==> config.mk <==
export PLATFORM = sky130hd
export DESIGN_NAME = tlb_array
export DESIGN_NICKNAME = d
export VERILOG_FILES = /design/src/rtl/tlb_array.sv
export SDC_FILE = /design/constraint.sdc
export NUM_CORES = 2
export LEC_CHECK = 0
export BUFFER_PORTS_ARGS = -buffer_cell sky130_fd_sc_hd__buf_2
export CAP_MARGIN = 30
export CORE_ASPECT_RATIO = 0.5
export CORE_MARGIN = 2
export CORE_UTILIZATION = 55
export DETAILED_ROUTE_END_ITERATION = 6
export PLACE_DENSITY = 0.72
export SLEW_MARGIN = 10
export SYNTH_ARGS = -nofsm -noshare
export SYNTH_HDL_FRONTEND = slang
export SYNTH_SLANG_ARGS = --single-unit
export TNS_END_PERCENT = 30
==> constraint.sdc <==
create_clock -name clk -period 16.5 [get_ports clk]
set_input_delay 4.95 -clock clk [delete_from_list [all_inputs] [get_ports clk]]
set_output_delay 4.95 -clock clk [all_outputs]
set_load 0.005 [all_outputs]
==> src/rtl/tlb_array.sv <==
// Joint TLB storage with two search ports, indexed read/write, probe, and the CP0 Random counter.
// Every result is registered with 1-cycle latency; there is no stall path, so each port accepts a new request every cycle.
package tlb_array_pkg;
    typedef struct packed {
        logic [18:0] vpn2;
        logic [7:0]  asid;
        logic        g;
        logic [19:0] pfn0;
        logic [2:0]  c0;
        logic        d0;
        logic        v0;
        logic [19:0] pfn1;
        logic [2:0]  c1;
        logic        d1;
        logic        v1;
    } tlb_entry_t;
endpackage

module tlb_array
    import tlb_array_pkg::*;
#(
    parameter int TLBNUM = 16,
    parameter int IDXW   = $clog2(TLBNUM)
) (
    input  logic            clk,
    input  logic            rst,
    input  logic [7:0]      cp0_asid,
    input  logic [18:0]     s0_vpn2,
    output tlb_entry_t      s0_entry,
    output logic            s0_found,
    input  logic [18:0]     s1_vpn2,
    output tlb_entry_t      s1_entry,
    output logic            s1_found,
    input  logic            we,
    input  logic [IDXW-1:0] w_index,
    input  tlb_entry_t      w_entry,
    input  logic [IDXW-1:0] r_index,
    output tlb_entry_t      r_entry,
    input  logic            p_req,
    input  logic [18:0]     p_vpn2,
    output logic            p_done,
    output logic            p_found,
    output logic [IDXW-1:0] p_index,
    input  logic [IDXW-1:0] wired,
    input  logic            wired_wr,
    output logic [IDXW-1:0] random_index
);

    localparam logic [IDXW-1:0] MAX_IDX = IDXW'(TLBNUM - 1);

    tlb_entry_t        ent [TLBNUM];
    logic [TLBNUM-1:0] wv;

    logic            s0_hit, s1_hit, p_hit;
    logic [IDXW-1:0] s0_idx, s1_idx, p_idx;

    // V bits are deliberately ignored: validity checking belongs to the TLB buffers.
    function automatic logic match(input tlb_entry_t e, input logic valid,
                                   input logic [18:0] vpn2, input logic [7:0] asid);
        return valid && (e.vpn2 == vpn2) && (e.g || (e.asid == asid));
    endfunction

    // Scan high-to-low so the lowest matching index is the one left standing.
    always_comb begin
        s0_hit = 1'b0;
        s0_idx = '0;
        s1_hit = 1'b0;
        s1_idx = '0;
        p_hit  = 1'b0;
        p_idx  = '0;
        for (int i = TLBNUM - 1; i >= 0; i--) begin
            if (match(ent[i], wv[i], s0_vpn2, cp0_asid)) begin
                s0_hit = 1'b1;
                s0_idx = IDXW'(i);
            end
            if (match(ent[i], wv[i], s1_vpn2, cp0_asid)) begin
                s1_hit = 1'b1;
                s1_idx = IDXW'(i);
            end
            if (match(ent[i], wv[i], p_vpn2, cp0_asid)) begin
                p_hit = 1'b1;
                p_idx = IDXW'(i);
            end
        end
    end

    always_ff @(posedge clk) begin
        if (rst) begin
            for (int i = 0; i < TLBNUM; i++) begin
                ent[i] <= '0;
            end
            wv <= '0;
        end else if (we) begin
            ent[w_index] <= w_entry;
            wv[w_index]  <= 1'b1;
        end
    end

    // All lookups read the array before this edge's write lands.
    always_ff @(posedge clk) begin
        if (rst) begin
            s0_entry <= '0;
            s0_found <= 1'b0;
            s1_entry <= '0;
            s1_found <= 1'b0;
            r_entry  <= '0;
            p_done   <= 1'b0;
            p_found  <= 1'b0;
            p_index  <= '0;
        end else begin
            s0_found <= s0_hit;
            s0_entry <= s0_hit ? ent[s0_idx] : '0;
            s1_found <= s1_hit;
            s1_entry <= s1_hit ? ent[s1_idx] : '0;
            r_entry  <= wv[r_index] ? ent[r_index] : '0;
            p_done   <= p_req;
            if (p_req) begin
                p_found <= p_hit;
                p_index <= p_hit ? p_idx : '0;
            end
        end
    end

    // Wrapping at or below wired also pins the counter at the top when wired >= TLBNUM-1.
    always_ff @(posedge clk) begin
        if (rst) begin
            random_index <= MAX_IDX;
        end else if (wired_wr || (random_index <= wired)) begin
            random_index <= MAX_IDX;
        end else begin
            random_index <= random_index - 1'b1;
        end
    end

endmodule
==> impl_metrics.env <==
export IMPL_post_route_period_util_pct=66.6
export IMPL_numCtsBuffers=152
export IMPL_fin_cells=11400
export IMPL_synth_commonest_cells="and2_1 (1,262), edfxtp_1 (1,248), mux2i_1 (1,027)"
export IMPL_rsz0062_at_grt="false"
export IMPL_cts_sinks=1510
export IMPL_fmax_mhz=91.0
export IMPL_die_area_um2=186000
export IMPL_ctsResizeCount=0
export IMPL_cp_cell_sequence="buf_2 > xnor2_1 > nand4_1 > nor4_1 > nand4b_1 > and2_1 > nor4_1 > o21ai_0 > o21ai_4 > buf_4 > nor2b_2 > buf_4 > a32oi_1 > o21ai_1 > o32ai_1"
export IMPL_hold_violations=0
export IMPL_core_area_um2=180000
export IMPL_critical_path_class="in2reg"
export IMPL_n_fill_cell=14800
export IMPL_die_w_um=607
export IMPL_syn2layout_area_growth_pct=7.36
export IMPL_cts_reportedPaths_clkPinSlew_ns=0.07
export IMPL_period_minus_slack_ns=10.98
export IMPL_multi_input_area_um2=52600
export IMPL_yosysTopAreaCell="edfxtp_1"
export IMPL_slowest_delay_ns=0.77
export IMPL_yosysUniqueCellTypes=77
export IMPL_yosysWarnings=0
export IMPL_gp_congestion=1.09
export IMPL_ir_worst_vdd_mv=0.0678
export IMPL_postCtsSetupBuffers=0
export IMPL_cellPowerDensity_nw_per_um2=87.3
export IMPL_status="finished with violations"
export IMPL_drv_slew=0
export IMPL_netlist_area_leader_share_pct=37.4
export IMPL_syn_area_um2=100000
export IMPL_ff_latch_area_um2=42700
export IMPL_cap_violations=0
export IMPL_dieHeight_um=306
export IMPL_grt_start_max_net_pins=170
export IMPL_grt_util_all_layers_pct=48.1
export IMPL_antenna_found_initial=63
export IMPL_numPortBuffers=405
export IMPL_dp_hpwl_mm=281
export IMPL_syn_inst=9148
export IMPL_drt_first_pass_iters=7
export IMPL_ys_ff_latch=1510
export IMPL_critPathMaxFanout=49
export IMPL_hold_path_class="reg2reg"
export IMPL_insertion_delay_ns=0.86
export IMPL_synth_ff_type="edfxtp_1"
export IMPL_async_flop_share_pct=0
export IMPL_viasPerCell=7.32
export IMPL_io_pin_count=406
export IMPL_rows=110
export IMPL_drive_gt1_share_pct=15.2
export IMPL_postCtsHoldBufs=0
export IMPL_worst_pin_slew_ns=1.40
export IMPL_cp_top_family="simple AND/OR/NAND/NOR gates"
export IMPL_fin_setup_tns_ns=0
export IMPL_required_ns=17.06
export IMPL_grt_pass1_vias=77600
export IMPL_post_drt_wl_per_cell_um=40.2
export IMPL_grt_first_pass_wirelength_mm=625
export IMPL_drt_iter0_drc=16000
export IMPL_synth_most_common_cell="and2_1"
export IMPL_avgSynthCellArea_um2=10.9
export IMPL_cts_tree="done"
export IMPL_start_kind="input port"
export IMPL_overflow=0
export IMPL_seq_area_frac_synth_pct=42.7
export IMPL_placedCellCount=11100
export IMPL_violations="design-rule violations"
export IMPL_drt_wl_total_mm=457
export IMPL_postSynthNetCount=9313
export IMPL_clock_path_buffers=4
export IMPL_crit_slowest_cell="buf_4"
export IMPL_leakagePower_nw=40.3
export IMPL_synth_edf_count=1248
export IMPL_nNetsFinal=8977
export IMPL_end_kind="register"
export IMPL_antenna_left=0
export IMPL_final_setup_viol_count=0
export IMPL_slew_limit_headroom_pct=6.52
export IMPL_synth_area_top_cells="edfxtp_1 (37%), mux2i_1 (10%), mux4_2 (8.9%), and2_1 (7.9%), xor2_1 (5.3%)"
export IMPL_vias=83200
export IMPL_drc=9
export IMPL_path_buf_inv=3
export IMPL_clock_skew_final_ns=0.0957
export IMPL_root_buffer="clkbuf_16"
export IMPL_cts_htree_levels=4
export IMPL_start_util_pct=55.5
export IMPL_cp_data_arrival_time_ns=11.54
[state kept, by name, summed over array words and instances (netlist names)]
register      flops
ent            1248
r_entry          78
s0_entry         78
s1_entry         78
wv               16
p_index           4
random_index      4
p_done            1
p_found           1
s0_found          1
s1_found          1
[final timing paths]
check	startpoint	endpoint	slack [ns]	cells past startpoint
worst min-delay path	random_index[0]	random_index[0]	0.42	1
worst max register to register	ent[3][77]	s1_entry[27]	9.54	13
worst max-delay path	s1_vpn2[14]	s1_entry[53]	5.52	15
worst min register to register	random_index[0]	random_index[0]	0.42	1
[cell usage in the layout (no fill, tap or decap), drive strengths merged, types with 75 or more instances in the layout]
master and instances:
xnor2 435, buf 628, o211ai 129, mux2i 1027, clkbuf 204, nor4 161, and2 1284, a22oi 117
nand2 766, xor2 607, nand4 127, a21oi 146, nand3 292, o21ai 75, edfxtp 1248, mux4 395
a31oi 167, a41oi 84, and3 112, dfxtp 262, a211oi 137, nor2b 111
[layer usage]
| metal | track usage, % | share of wire, % |
|---|---|---|
| met3 | 18.6 | 16 |
| met1 | 62.4 | 35 |
| met2 | 67.1 | 41 |
| met4 | 30.9 | 7.6 |
| met5 | 0 | 0.051 |
[cell families after synthesis]
logic type	after synthesis	share of synthesized area, %
AO/OA/AOI/OAI	1010	7.09
XOR/XNOR	1042	9.11
adder cells (fa/ha/maj)	5	0.0625
buffers and inverters	1136	5.26
flip-flops	1510	42.7
multiplexers	1433	19.3
AND/OR/NAND/NOR	3012	16.5
[report_power, final]
| part | total (W) | internal [W] | switching, W |
|---|---|---|---|
| logic | 0.00118 | 0.000462 | 0.000718 |
| clock network | 0.00359 | 0.00199 | 0.00160 |
| registers | 0.00461 | 0.00432 | 0.000297 |
| total | 0.00939 | 0.00677 | 0.00262 |
[layout make-up]
type | instances | share of cell area [%]
Antenna cell | 39 | 0.0908
Clock buffer | 199 | 3.94
Clock inverter | 63 | 0.602
Inverter | 13 | 0.0500
Multi-Input combinational cell | 6502 | 48.9
Sequential cell | 1510 | 39.7
Tap cell | 2408 | 2.80
Timing Repair Buffer | 633 | 3.87
[stage by stage]
stage          total power [W]  worst slack [ns]  util [%]  hold WS, ns  instance area [um2]
2_1_floorplan          0.00532              4.59         -        0.399               100000
3_3_place_gp           0.00578              5.11      56.7        0.399               102000
3_5_place_dp           0.00579              5.15      56.7        0.401               102000
4_1_cts                0.00929              5.99      59.5        0.419               107000
5_1_grt                0.00955              5.73      59.6        0.431               107000
6_report               0.00939              5.52      59.6        0.424               108000
Power figures use the tool's default switching activity.
